==> src/rtl/armleocpu_jtag_dtm.sv <==
// armleocpu_jtag_dtm
// RISC-V Debug Transport Module DR logic behind armleocpu_jtag_tap. Decodes the
// TAP instruction, owns the DTMCS and DMI shift registers, drives the TAP's
// custom-DR serial input, and turns DMI scans into valid/ready requests toward
// the Debug Module, collecting the responses.
//
// Ports:
//   clk, rst_n             system clock, asynchronous active-low reset
//   ir_i                   current TAP instruction
//   trst_ni                TAP logic-reset strobe (active-low, synchronous)
//   capture_i/shift_i/update_i  one-clk DR strobes from the TAP
//   td_i / tdo_o           serial data in / out
//   dmi_req_*              request channel (op 1 = read, 2 = write)
//   dmi_resp_*             response channel (op 0 ok, 2 failed, 3 busy)
//
// Configuration:
//   ARMLEOCPU_JTAG_DTM_HARDRESET_EN  enables DTMCS.dmihardreset (and hardreset
//   on trst_ni): clears sticky and discards the response of an in-flight access.

module armleocpu_jtag_dtm #(
   parameter int unsigned          IR_LENGTH = 5,
   parameter int unsigned          ABITS     = 7,
   parameter logic [IR_LENGTH-1:0] IR_DTMCS  = 5'h10,
   parameter logic [IR_LENGTH-1:0] IR_DMI    = 5'h11,
   parameter logic [2:0]           IDLE_HINT = 3'd1
) (
   input  logic                 clk,
   input  logic                 rst_n,
   input  logic [IR_LENGTH-1:0] ir_i,
   input  logic                 trst_ni,
   input  logic                 capture_i,
   input  logic                 shift_i,
   input  logic                 update_i,
   input  logic                 td_i,
   output logic                 tdo_o,
   output logic                 dmi_req_valid,
   input  logic                 dmi_req_ready,
   output logic [ABITS-1:0]     dmi_req_addr,
   output logic [31:0]          dmi_req_data,
   output logic [1:0]           dmi_req_op,
   input  logic                 dmi_resp_valid,
   output logic                 dmi_resp_ready,
   input  logic [31:0]          dmi_resp_data,
   input  logic [1:0]           dmi_resp_op
);

   localparam int unsigned DMI_W = ABITS + 34;
   localparam logic [5:0]  ABITS_FIELD = 6'(ABITS);

   typedef enum logic [1:0] {StIdle, StReq, StResp} state_e;

   state_e             state_q;
   logic [31:0]        dtmcs_sr;
   logic [DMI_W-1:0]   dmi_sr;
   logic [1:0]         sticky_q, sticky_d;
   logic [31:0]        rdata_q;
   logic [ABITS-1:0]   addr_q;

   logic               sel_dtmcs, sel_dmi;
   logic               dtmcs_upd, dmireset, sticky_clr;
   logic               dmi_cap, dmi_upd, busy, busy_hit, dmi_accept;
   logic               resp_fire, resp_store;
   logic [31:0]        dtmcs_capture;
   logic [1:0]         upd_op;
   logic [31:0]        upd_data;
   logic [ABITS-1:0]   upd_addr;

   assign sel_dtmcs = (ir_i == IR_DTMCS);
   assign sel_dmi   = (ir_i == IR_DMI);

   assign tdo_o = sel_dtmcs ? dtmcs_sr[0] : (sel_dmi ? dmi_sr[0] : 1'b0);

   // {14'b0, dmihardreset, dmireset, 0, idle, dmistat, abits, version}
   assign dtmcs_capture = {14'b0, 1'b0, 1'b0, 1'b0, IDLE_HINT, sticky_q, ABITS_FIELD, 4'd1};

   assign upd_op   = dmi_sr[1:0];
   assign upd_data = dmi_sr[33:2];
   assign upd_addr = dmi_sr[DMI_W-1:34];

   assign busy       = (state_q != StIdle);
   assign dtmcs_upd  = update_i && sel_dtmcs;
   assign dmireset   = dtmcs_upd && dtmcs_sr[16];
   assign dmi_cap    = capture_i && sel_dmi;
   assign dmi_upd    = update_i && sel_dmi;
   // Capturing while busy, or updating while busy with no prior error, flags busy.
   assign busy_hit   = (dmi_cap && busy) || (dmi_upd && (sticky_q == 2'd0) && busy);
   assign dmi_accept = dmi_upd && (sticky_q == 2'd0) && !busy &&
                       ((upd_op == 2'd1) || (upd_op == 2'd2));
   assign resp_fire  = (state_q == StResp) && dmi_resp_valid;

`ifdef ARMLEOCPU_JTAG_DTM_HARDRESET_EN
   logic hardreset, discard_q;
   assign hardreset  = !trst_ni || (dtmcs_upd && dtmcs_sr[17]);
   assign resp_store = resp_fire && !discard_q;
   assign sticky_clr = !trst_ni || dmireset || hardreset;
`else
   assign resp_store = resp_fire;
   assign sticky_clr = !trst_ni || dmireset;
`endif

   // Later assignments take priority: clears beat busy, busy beats a response error.
   always_comb begin
      sticky_d = sticky_q;
      if (resp_store && dmi_resp_op[1]) sticky_d = dmi_resp_op;
      if (busy_hit)                     sticky_d = 2'd3;
      if (sticky_clr)                   sticky_d = 2'd0;
   end

   // Shift registers
   always_ff @(posedge clk or negedge rst_n) begin
      if (!rst_n) begin
         dtmcs_sr <= '0;
         dmi_sr   <= '0;
      end else if (!trst_ni) begin
         dtmcs_sr <= '0;
         dmi_sr   <= '0;
      end else begin
         if (sel_dtmcs) begin
            if (capture_i)    dtmcs_sr <= dtmcs_capture;
            else if (shift_i) dtmcs_sr <= {td_i, dtmcs_sr[31:1]};
         end
         if (sel_dmi) begin
            if (capture_i)    dmi_sr <= {addr_q, rdata_q, busy ? 2'd3 : sticky_q};
            else if (shift_i) dmi_sr <= {td_i, dmi_sr[DMI_W-1:1]};
         end
      end
   end

   // DMI transaction FSM with registered bus outputs
   always_ff @(posedge clk or negedge rst_n) begin
      if (!rst_n) begin
         state_q        <= StIdle;
         dmi_req_valid  <= 1'b0;
         dmi_resp_ready <= 1'b0;
         dmi_req_addr   <= '0;
         dmi_req_data   <= '0;
         dmi_req_op     <= '0;
         addr_q         <= '0;
         rdata_q        <= '0;
         sticky_q       <= '0;
`ifdef ARMLEOCPU_JTAG_DTM_HARDRESET_EN
         discard_q      <= 1'b0;
`endif
      end else begin
         sticky_q <= sticky_d;
         case (state_q)
            StIdle: begin
               if (dmi_accept) begin
                  dmi_req_addr  <= upd_addr;
                  dmi_req_data  <= upd_data;
                  dmi_req_op    <= upd_op;
                  addr_q        <= upd_addr;
                  dmi_req_valid <= 1'b1;
                  state_q       <= StReq;
               end
            end
            StReq: begin
               if (dmi_req_ready) begin
                  dmi_req_valid  <= 1'b0;
                  dmi_resp_ready <= 1'b1;
                  state_q        <= StResp;
               end
            end
            StResp: begin
               if (dmi_resp_valid) begin
                  dmi_resp_ready <= 1'b0;
                  state_q        <= StIdle;
                  if (resp_store) rdata_q <= dmi_resp_data;
               end
            end
            default: begin
               state_q        <= StIdle;
               dmi_req_valid  <= 1'b0;
               dmi_resp_ready <= 1'b0;
            end
         endcase
`ifdef ARMLEOCPU_JTAG_DTM_HARDRESET_EN
         // A response landing in the hardreset cycle already completes the
         // transfer, so only arm discard for a response still to come.
         if (resp_fire) discard_q <= 1'b0;
         if (hardreset && ((state_q == StReq) || ((state_q == StResp) && !dmi_resp_valid)))
            discard_q <= 1'b1;
`endif
      end
   end

endmodule

==> config.mk <==
export PLATFORM = sky130hd
export DESIGN_NAME = armleocpu_jtag_dtm
export DESIGN_NICKNAME = d
export VERILOG_FILES = /design/src/rtl/armleocpu_jtag_dtm.sv
export SDC_FILE = /design/constraint.sdc
export NUM_CORES = 1
export LEC_CHECK = 0
export CORE_UTILIZATION = 60
export CTS_BUF_LIST = sky130_fd_sc_hd__clkbuf_8
export DETAILED_ROUTE_END_ITERATION = 16
export GPL_TIMING_DRIVEN = 0
export PLACE_DENSITY_LB_ADDON = 0.12
export SLEW_MARGIN = 20
export SYNTH_ARGS = -nofsm -noshare
export SYNTH_HDL_FRONTEND = slang
export SYNTH_SLANG_ARGS = --single-unit
==> constraint.sdc <==
create_clock -name clk -period 2.55 [get_ports clk]
set_input_delay 0.6375 -clock clk [delete_from_list [all_inputs] [get_ports clk]]
set_output_delay 0.6375 -clock clk [all_outputs]
set_load 0.01 [all_outputs]
* Word level (Yosys, flattened, before mapping)
Index checks and enable logic that the tools add are counted.
** Word-level totals
- Bits in registers :: 152
- Bits of input ports :: 48
- Output and inout bits :: 44
** Operators by class
- Eq/ne operators :: 12
- Multiplexer cells :: 24
- Bitwise gates (word level) :: 2
- Reductions and logical operators :: 27
** Operator list (count)
- 2-to-1 mux 41 bit :: 4
- 2-to-1 mux 32 bit :: 4
- 2-to-1 mux 2 bit :: 7
- AND reduction 3 bit :: 4
- logical AND 1 bit :: 11
- equality test 5 bit (second input constant) :: 2
- 2-to-1 mux 1 bit :: 6
- inequality test 2 bit (second input constant) :: 3
- one-hot mux 1 bit (3 select lines) :: 2
- one-hot mux 2 bit (3 select lines) :: 1
- AND reduction 2 bit :: 3
- equality test 2 x 1 -> 1 bit (second input constant) :: 2
- equality test 2 bit (second input constant) :: 2
- zero test 2 bit :: 2
- inequality test 2 x 1 -> 1 bit (second input constant) :: 2
- logical OR 1 bit :: 3
- inequality test 3 x 1 -> 1 bit (second input constant) :: 1
- nonzero test 3 bit :: 1
- zero test 1 bit :: 2
- NOT 1 bit :: 2
- nonzero test 2 bit :: 1

* Logic depth before layout (Yosys ltp)
Gate-level depths: netlist (run 1).
- Depth in word-level cells :: 7
- Mapped depth :: 5
- Mapped depth without buffers :: 3

* Worst setup path before layout (run 1)
No wires, ideal clock.
- Path kind :: in2out
- Start point :: input ir_i[1]
- End point :: output tdo_o
- Data arrival time :: 1.497 ns
- Data required time :: 1.913 ns
- Path slack :: 0.416 ns
- Cell stages on the path :: 3
- Path buffers :: 1
- Cell sequence :: or4b_1 > buf_6 > nor2_1
** Between the ends
- Word-level cells in the longest chain between the ends :: 3
- Elaborated cells on any way between the ends :: 4
- Those cells by class :: eq/ne: 2; mux: 2
** Ends and longest elaborated chain
- start, declared :: line 29 : input logic [IR_LENGTH-1:0] ir_i,
- equality test 5 bit :: line 69 : assign sel_dmi = (ir_i == IR_DMI);
- 2-to-1 mux 1 bit :: line 71 : assign tdo_o = sel_dtmcs ? dtmcs_sr[0] : (sel_dmi ? dmi_sr[0] : 1'b0);
- 2-to-1 mux 1 bit * :: line 71
- end, declared :: line 35 : output logic tdo_o,
Every way passes the cells marked *; elsewhere a longest branch is shown, timed or not.

* Worst setup path after layout (run 1)
- Start point :: input ir_i[2]
- End point :: output tdo_o
Same word-level chain as after synthesis.

==> results of run 1 <==
==> flip-flops by register name, summed over array words and instances (netlist names) <==
signal / flops
rdata_q: 32
dtmcs_sr: 32
dmi_req_data: 32
dmi_resp_ready: 1
dmi_sr: 41
dmi_req_op: 2
dmi_req_valid: 1
state_q: 2
sticky_q: 2
addr_q: 7
==> final cells by class <==
| class | instances | area [um2] | share of cell area |
|---|---|---|---|
| Buffer | 32 | 184 | 0.0239 |
| Tap cell | 136 | 170 | 0.0221 |
| Clock inverter | 10 | 40.0 | 0.00519 |
| Sequential cell | 152 | 3800 | 0.494 |
| Timing Repair Buffer | 89 | 901 | 0.117 |
| Clock buffer | 22 | 303 | 0.0393 |
| Inverter | 1 | 3.75 | 0.000487 |
| Multi-Input combinational cell | 238 | 2300 | 0.299 |
==> Yosys cell counts <==
library cell	count
inv_1	1
nand3_1	1
o32a_2	5
nand2b_1	2
or4b_2	2
nand2_1	6
buf_6	8
or4b_1	1
o221a_2	5
o21ai_0	5
a22o_1	1
nand4b_1	1
nand3b_1	2
a21oi_1	8
o31ai_1	1
o2bb2ai_1	41
o21ba_2	1
o21a_1	2
xor2_1	1
a311oi_1	2
buf_1	1
o211ai_1	1
mux2_2	73
a22o_2	24
nor3b_1	2
nor4b_4	1
nor2_1	4
dfrtp_1	152
nor3_4	1
and3b_1	1
mux2i_1	43
clkbuf_1	20
nand4_4	1
buf_2	3
==> per-stage QoR <==
step | total power (W) | hold slack (ps) | cells | area [um2] | worst slack (ps)
detailed placement | 0.00282 | 467 | 647 | 7360 | -541
floorplan | 0.00266 | 342 | 423 | 6290 | 416
global placement | 0.00281 | 483 | 646 | 7330 | -4990
global route | 0.00452 | 112 | 680 | 7710 | 88.4
CTS | 0.00438 | 93.4 | 680 | 7710 | 116
finish | 0.00435 | 92.0 | 680 | 7710 | 121
==> what timing repair did <==
action,CTS,global route
gates resized for setup,9,0
setup buffers,1,0
setup endpoints to repair,1,0
==> layer usage <==
| layer | share of wire | wire [um] | up-vias | track usage |
|---|---|---|---|---|
| met1 | 0.44 | 5490 | 2024 | 0.344 |
| li1 | - | - | 1805 | - |
| met4 | 0.016 | 206 | 0 | 0.120 |
| met5 | 0 | 0 | - | 0 |
| met3 | 0.051 | 649 | 18 | 0.0714 |
| met2 | 0.50 | 6280 | 87 | 0.391 |
==> report_power, final <==
group / internal [W] / total, W / switching [W] / leakage (nW)
sequential: 0.00246 / 0.00249 / 0.0000268 / 2.09
clock: 0.000771 / 0.00157 / 0.000803 / 0.209
combinational: 0.000142 / 0.000287 / 0.000145 / 1.34
==> worst max path at each step <==
stage	start	endpoint	slack, ps	cells past startpoint
finish	ir_i[2]	tdo_o	120	5
global route	ir_i[2]	tdo_o	90	5
CTS	ir_i[2]	tdo_o	120	5
detailed placement	ir_i[1]	tdo_o	-540	5
global placement	rst_n	dmi_req_data[20]	-4990	1
floorplan	ir_i[1]	tdo_o	420	3
==> cells by family (layout without fill, tap and decap cells) <==
group,after synthesis,count (layout),share of synthesized area
DFF,152,152,0.605
AOI/OAI and AO/OA,96,96,0.134
muxes,116,116,0.199
buffers and inverters,33,154,0.0298
xor gates and xnor gates,1,1,0.00139
and+or+nand+nor,25,25,0.0308
==> results.md, run 1 <==
- Port bufs: 87
- Worst r2r src: state_q[0]
- Pwr/cell area: 564 nW/um2
- Gr ovfl total: 0
- # H-tree levels: 4
- Final Hold Fails: 0
- Slowest CP cell: or4b_4
- Cell taking the most area after synthesis: dfrtp_1
- CTS Hold Bufs: 0
- Outcome: completed
- I/O pin cnt: 92
- Crit share post-route: 0.953
- Worst Max-Slew Pin Slew: 731 ps
- RSZ-0062 raised after global routing: no
- Antenna diodes: 0
- Crit-path cells: dlygate4sd2_1, or4b_4, buf_6, nor2_1, buf_2
- Top-area cell type share of the netlist area: 0.605
- Die width: 104 um
- Post-Syn Instances: 423
- CP Capture Type: output pin
- Period minus WS final: 2430 ps
- R2R cell count: 4
- CTS tree: yes
- Final WL: 12600 um
- Util after Layout: 0.753
- Sequential area share after synthesis: 0.605
- Pleak: 3.64 nW
- Crit path max-delay family: simple AND/OR/NAND/NOR gates
- CTS root buf: clkbuf_8
- Starting Density: 0.615
- Placeable core area: 10200 um2
- Main area contributors after synthesis: dfrtp_1 60%, mux2_2 13%, mux2i_1 6.8%, o2bb2ai_1 5.7%, a22o_2 3.8%
- Syn_nets: 471
- Final Max Slew Viols: 0
- Initial antenna violation count: 0
- Final Wtd Congestion: 0.762
- Share of layout cells above drive strength 1: 0.281
- Max Root-Sink Buffers: 2
- Hold Path Class: in -> async
- Setup CP Type: in -> out
- Iteration-0 DRC Markers: 229
- Setup TNS Final: 0 ps
- Fill cells: 668
- Global-route wire length before repair: 21200 um
- Later-pin clock latency in the skew report: 440 ps
- R2r setup slk: 480 ps
- Clock transition at path regs: 70 ps
- Most common cell after layout, fill and taps aside: dfrtp_1
- Max incr delay on CP: 540 ps
- WL per Instance: 18.6 um
- Overall Global Routing Usage: 0.257
- Synthesized cell area: 6290 um2
- Vias per cell: 5.79
- Synthesized flop and latch total: 152
- Startpoint Class: input port
- Max-cap violations: 0
- Height of the die: 104 um
- DRC: 0
- Distinct cells, synth: 34
- Final Skew: 8.17 ps
- Via Count: 3934
- Die ar.: 10900 um2
- Clock tree sinks: 152
- Worst Path Required: 1910 ps
- First-pass DRT Iterations: 4
- Crit Reg-Reg Endpoint: rdata_q[30]
- Largest net degree at the start of global routing: 98
- Setup violators final: 0
- Worst vdd ir: 0.000396 V
- Number of global-route vias before repair: 4149
- Num CTS Buffers: 17
- Data arrival, critical path: 1790 ps
- Post-route ant nets: 0
- DP HPWL: 8450 um
- Fmax: 412 MHz
- Final nets: 579
- Rel. slew slack: 0.512
- Max FO, Critical Path: 2
- YS warnings: 0
- Syn avg cell area: 14.9 um2
- Num rows: 37
- Crit path buffers/inverters: 3
- P&R area growth vs syn: 22.5%
- Most frequent cells in the layout: 152 x dfrtp_1, 81 x clkdlybuf4s50_1, 73 x mux2_2
(Power assumes the default switching activity.)
==> inputs of run 2 (changes only) <==
Clock period 2.55 ns to 3.13 ns, I/O delays scaled along.
==> results.md, run 2 (synthesis results as in run 1) <==
- Starting Density: 0.615
- Max-cap violations: 0
- Antenna diodes: 0
- WL per Instance: 18.5 um
- Most frequent cells in the layout: 152 x dfrtp_1, 84 x clkdlybuf4s50_1, 73 x mux2_2
- Final Skew: 7.38 ps
- Num rows: 37
- CP Launch Point: ir_i[3]
- Number of global-route vias before repair: 4130
- Int Pwr: 0.00275 W
- Outcome: completed
- Die ar.: 10900 um2
- Clock group share of total power: 0.362
- Height of the die: 104 um
- Pwr/cell area: 460 nW/um2
- Fmax: 325 MHz
- Via Count: 3963
- Critical Path End: tdo_o
- Worst r2r src: state_q[0]
- Sequential Power Share: 0.571
- Final nets: 578
- Startpoint Class: input port
- Overall Global Routing Usage: 0.256
- Worst Path Required: 2350 ps
- Setup CP Type: in -> out
- # H-tree levels: 4
- Max incr delay on CP: 530 ps
- Initial antenna violation count: 0
- Final Max Slew Viols: 0
- Final WL: 12600 um
- Largest Register: dmi_sr
- Clock transition at path regs: 70 ps
- Fill cells: 666
- R2r setup slk: 1070 ps
- Crit share post-route: 0.983
- Later-pin clock latency in the skew report: 440 ps
- Switching power total: 0.000796 W
- Hold Path Class: in -> async
- Iteration-0 DRC Markers: 197
- Final Hold Fails: 0
- Total power: 0.00354 W
- Share of layout cells above drive strength 1: 0.278
- DRC: 0
- Placeable core area: 10200 um2
- Die width: 104 um
- CTS tree: yes
- DP HPWL: 8450 um
- Worst Max-Slew Pin Slew: 731 ps
- Clock tree sinks: 152
- Global-route wire length before repair: 21200 um
- Pleak: 3.64 nW
- Setup violators final: 0
- Num CTS Buffers: 17
- Final Wtd Congestion: 0.762
- First-pass DRT Iterations: 4
- P&R area growth vs syn: 22.6%
- I/O pin cnt: 92
- Number of flip-flops in the largest register: 41
- RSZ-0062 raised after global routing: no
- Data arrival, critical path: 2290 ps
- Max FO, Critical Path: 9
- Rel. slew slack: 0.512
- Setup Buffers After CTS: 0
- Setup WS post-layout: 52.7 ps
- Crit-path cells: clkdlybuf4s50_1, or4b_4, buf_6, nor2_1, dlygate4sd2_1
- Setup WS pre-CTS: -251 ps
- CP Capture Type: output pin
- Post-route ant nets: 0
- R2R cell count: 4
- Period minus WS final: 3080 ps
- CTS Hold Bufs: 0
- Slowest CP cell: or4b_4
- Port bufs: 87
- Sw Ratio: 0.225
- Worst vdd ir: 0.000323 V
- Max Root-Sink Buffers: 2
- CTS root buf: clkbuf_8
- Most common cell after layout, fill and taps aside: dfrtp_1
- Largest net degree at the start of global routing: 98
- Vias per cell: 5.84
- Crit Reg-Reg Endpoint: rdata_q[30]
- Comb pwr share: 0.066
- Gr ovfl total: 0
[run 2: cell types whose count changed in the layout (fill, tap and decap cells not counted), sizes merged]
cell           change
dlygate4sd2        -3
buf                -2
dlymetal6s2s       +1
clkdlybuf4s50      +3
[run 2: stage by stage]
stage	instance area, um2	hold WS, ps	TNS (ps)	utilization	instances
CTS	7700	238	0	0.753	679
finish	7710	239	0	0.754	679
detailed placement	7360	467	-251	0.720	647
floorplan	6290	466	0	-	423
global placement	7330	483	-691640	0.717	646
global route	7710	257	0	0.754	679
[run 2: layout make-up]
class                   instances  area [um2]  share of cell area
multi-input cells             238        2300               0.299
clock buffers                  22         303              0.0393
well taps                     136         170              0.0221
inverters                       1        3.75            0.000487
flip-flops and latches        152        3800               0.493
clock inverters                10        40.0             0.00519
plain buffers                  32         184              0.0239
repair buffers                 88         905               0.117
[run 2: power by group through the flow]
stage	clock network, W	registers, W	logic (W)
final	0.00128	0.00202	0.000235
after global routing	0.00140	0.00203	0.000259
after CTS	0.00131	0.00202	0.000238
after detailed placement	0	0.00206	0.000237
after global placement	0	0.00206	0.000226
after floorplan	0	0.00206	0.000111
[run 2: repair_timing]
| action | CTS | global route |
|---|---|---|
| endpoints found under the setup margin | 1 | 1 |
| resized for setup | 1 | 2 |
| cloned | 0 | 0 |
| pin swaps | 0 | 0 |
[run 2: how the worst min path moves through the flow]
stage / startpoint / end / slack (ps) / depth (start not counted)
finish: rst_n / dtmcs_sr[13] / 240 / 1
floorplan: dtmcs_sr[28] / dtmcs_sr[28] / 470 / 1
CTS: rst_n / dtmcs_sr[13] / 240 / 1
global placement: dmi_req_valid / dmi_req_valid / 480 / 2
detailed placement: dmi_req_valid / dmi_req_valid / 470 / 2
global route: rst_n / dtmcs_sr[13] / 260 / 1
[run 2: worst max-delay path, delay by kind of cell]
| family | cells | cell delay, ps |
|---|---|---|
| buffers and inverters | 3 | 890 |
| and+or+nand+nor | 2 | 620 |
[run 2: routing by layer]
metal | track usage | up-vias | wire [um]
met4 | 0.116 | 0 | 264
li1 | - | 1808 | -
met5 | 0 | - | 0
met1 | 0.344 | 2030 | 5520
met2 | 0.390 | 102 | 6220
met3 | 0.0695 | 23 | 589
==> patch 1, RTL diff (config.mk and constraints of run 2) <==
Re-encode `state_e` (3 states) as one-hot, 3 bits wide.
--- a/src/rtl/armleocpu_jtag_dtm.sv
+++ b/src/rtl/armleocpu_jtag_dtm.sv
@@ -47,7 +47,7 @@
    localparam int unsigned DMI_W = ABITS + 34;
    localparam logic [5:0]  ABITS_FIELD = 6'(ABITS);
 
-   typedef enum logic [1:0] {StIdle, StReq, StResp} state_e;
+   typedef enum logic [2:0] {StIdle = 3'b001, StReq = 3'b010, StResp = 3'b100} state_e;
 
    state_e             state_q;
    logic [31:0]        dtmcs_sr;
Function: same outputs for any inputs over 10 cycles, from zero or initial values and one cycle with rst_n low; not proved beyond that.
==> patch 1 against run 2 <==
Setup slack improved by 0.021 ns; sequential share of layout area decreased by 0.98 points; area after synthesis increased by 1.9%; wire length increased by 5.9%; synthesized cell count increased by 23%; power increased by 6.3%; sequential cell count increased by 1; design area increased by 2.7%; global-route usage increased by 1.0 points; clock power increased by 16%; critical endpoint unchanged.
==> patch 1: results <==
{
  "drt_iter0_drc": 200,
  "wl_met2_mm": 6.566,
  "synth_area_leaders": "dfrtp_1 59%, mux2_2 13%, mux2i_1 6.6%",
  "synthTopCellsByCount": "152 x dfrtp_1, 102 x nand2_1, 73 x mux2_2",
  "grt_pass1_wl_mm": 22.62,
  "cts_resized": 0,
  "ys_seq_area_share_pct": 59.73,
  "relSlewSlack_pct": 46.80,
  "crit_path_max_fanout": 3,
  "final_nets": 681,
  "grt_use_met1_pct": 35.42,
  "dp_hpwl_mm": 8.930,
  "synth_nets": 570,
  "num-fill-cells": 645,
  "p_leak_uw": 0.003670,
  "crit_start": "ir_i[2]",
  "vias": 4462,
  "whs_ns": 0.2243,
  "vdd_ir_drop_max_uv": 508.0,
  "status": "completed",
  "r2r_cells": 5,
  "use_met3_pct": 6.865,
  "arrival_ns": 2.27,
  "drive_gt1_share_pct": 20.78,
  "grt_pass1_vias": 4688,
  "fin_worst_skew_ns": 0.01006,
  "post-cts-setup-buffers": 1,
  "reg2reg_from": "state_q[0]$_DFFE_PN1P_",
  "grt_start_max_net_pins": 103,
  "r2r_end": "dmi_req_data[7]$_DFFE_PN0P_",
  "dr_wl_met3_um": 564,
  "wl_per_cell_um": 17.08,
  "portBuffers": 90,
  "ff2ff_setup_slack_ns": 0.89,
  "use_met2_pct": 42.25
}
==> patch 1: changes by cell type in the layout (fill, tap and decap cells not counted), moves of 11 or more <==
cell,run 2,this run
a22o_2,24,0
o2bb2ai_1,41,0
nand2_1,6,102
o31ai_1,1,41
buf_2,3,14
o21ai_0,5,38
==> patch 1: critical path: stages <==
cell and delay [ns]:
clkdlybuf4s50_1 0.44, nor4b_4 0.34, nand3_1 0.11, nand2_1 0.07
clkdlybuf4s50_1 0.53
==> patch 1: logic make-up (layout without fill, tap and decap cells) <==
kind of cell	after synthesis	in the layout	synth area share, %
muxes	115	115	19.38
DFF	153	153	59.73
AOI/OAI and AO/OA	92	92	9.307
and+or+nand+nor	123	123	8.410
xor gates and xnor gates	2	2	0.2732
buffers and inverters	37	160	2.907
==> patch 1: area by class of cell <==
type / count / area [µm²] / area share, %
buffer: 34 / 175.2 / 2.211
clock buffer: 22 / 302.8 / 3.822
clock inverter: 9 / 96.34 / 1.216
inverter: 3 / 11.26 / 0.1421
multi-input combinational: 332 / 2396 / 30.24
sequential: 153 / 3830 / 48.34
tap: 136 / 170.2 / 2.148
timing repair buffer: 92 / 940.9 / 11.88
==> patch 1: power breakdown <==
group,switching [µW],internal (µW),total [µW],leakage (µW)
Combinational,144,111,255,0.00134
Clock,685,801,1490,0.000211
Sequential,20.0,2000,2020,0.00212
Total,849,2920,3770,0.00367
==> patch 1: through the flow <==
| step | std cells | cell area [µm²] | worst slack (ns) |
|---|---|---|---|
| final | 781 | 7923 | 0.07330 |
| after global placement | 748 | 7483 | -4.620 |
| after detailed placement | 749 | 7516 | -0.07271 |
| after CTS | 781 | 7923 | 0.06484 |
| after floorplan | 522 | 6412 | 0.9447 |
| after global routing | 781 | 7923 | 0.03505 |
==> patch 2, RTL diff (config.mk and constraints of run 2) <==
Without the edit above. The option `ARMLEOCPU_JTAG_DTM_HARDRESET_EN` is turned on by a define.
--- a/src/rtl/armleocpu_jtag_dtm.sv
+++ b/src/rtl/armleocpu_jtag_dtm.sv
@@ -16,6 +16,8 @@
 // Configuration:
 //   ARMLEOCPU_JTAG_DTM_HARDRESET_EN  enables DTMCS.dmihardreset (and hardreset
 //   on trst_ni): clears sticky and discards the response of an in-flight access.
+
+`define ARMLEOCPU_JTAG_DTM_HARDRESET_EN
 
 module armleocpu_jtag_dtm #(
    parameter int unsigned          IR_LENGTH = 5,
Function: same outputs for any inputs over 10 cycles, from zero or initial values and one cycle with rst_n low; that may be too few to reach the edited logic, so the function may still have changed.
==> patch 2 against run 2 <==
Design area is 5.7% higher; setup slack better by 0.075 ns; die area is 5.4% higher; highest routed layer unchanged; worst hold slack better by 0.027 ns; wire length is 6.5% higher; via count is 13% higher; clock power is 21% higher; area after synthesis is 5.5% higher; power is 13% higher; sequential cell count is 1 higher; global-route usage is 0.25 points higher.
==> patch 2: results <==
{
  "use_met3_pct": 5.593,
  "synth_area_leaders": "dfrtp_1 58%, mux2_2 12%, o31ai_2 7.0%",
  "num-fill-cells": 739,
  "worst_pin_slew_ns": 0.7667,
  "grt_start_max_net_pins": 81,
  "wl_met2_mm": 6.541,
  "crit_path_max_fanout": 5,
  "ys_seq_area_share_pct": 57.69,
  "status": "completed",
  "dpl-instance-area_um2": 7745,
  "grt_pass1_wl_mm": 22.40,
  "dr_wl_met3_um": 628,
  "r2r_end": "dmi_req_data[7]$_DFFE_PN0P_",
  "synth_compound_area_share_pct": 12.14,
  "drt-vias-per-instance": 5.637,
  "synthMuxAreaShare_pct": 18.72,
  "comb_power_uw": 355,
  "drive_gt1_share_pct": 26.11,
  "power_switching_uw": 997.5,
  "fin_worst_skew_ns": 0.01436,
  "portBuffers": 90,
  "use_met2_pct": 40.55,
  "grt_use_met1_pct": 34.41,
  "syn_inst": 528,
  "synth_xor_area_share_pct": 0.1320,
  "finalCriticalPeriod_ns": 3.002,
  "yosysUniqueCellTypes": 32,
  "drt-total-wl_mm": 13.41,
  "grt_use_total_pct": 25.81,
  "grt_pass1_vias": 4538,
  "wl_per_cell_um": 16.95,
  "dp_hpwl_mm": 9.127
}
[patch 2: cell count changes after synthesis, sizes merged, moves of 4 or more]
cell / before / now
a22o: 25 / 1
nand2: 6 / 102
o31ai: 1 / 42
clkbuf: 20 / 16
o21ai: 5 / 41
buf: 12 / 23
a21oi: 8 / 4
o221a: 5 / 0
o32a: 5 / 0
o2bb2ai: 41 / 0
[patch 2: timing repair]
action | 4_1_cts | 5_1_grt
cloned | 0 | 0
gates resized for setup | 3 | 1
endpoints found under the setup margin | 1 | 1
endpoints found under the hold margin | 0 | 0
[patch 2: cell type report]
type,instances,area (µm²),area share (%)
sequential,153,3829,46.95
multi-input combinational,334,2571,31.53
timing repair buffer,91,928.4,11.39
clock buffer,17,234.0,2.869
buffer,39,231.5,2.839
clock inverter,15,177.7,2.179
tap,140,175.2,2.148
inverter,2,7.507,0.09207
[patch 2: worst max-delay path, cell delays in order]
cell and delay (ns):
clkdlybuf4s50_1 0.42, or4b_4 0.58, nor2_2 0.12, a22o_1 0.17
clkbuf_2 0.13
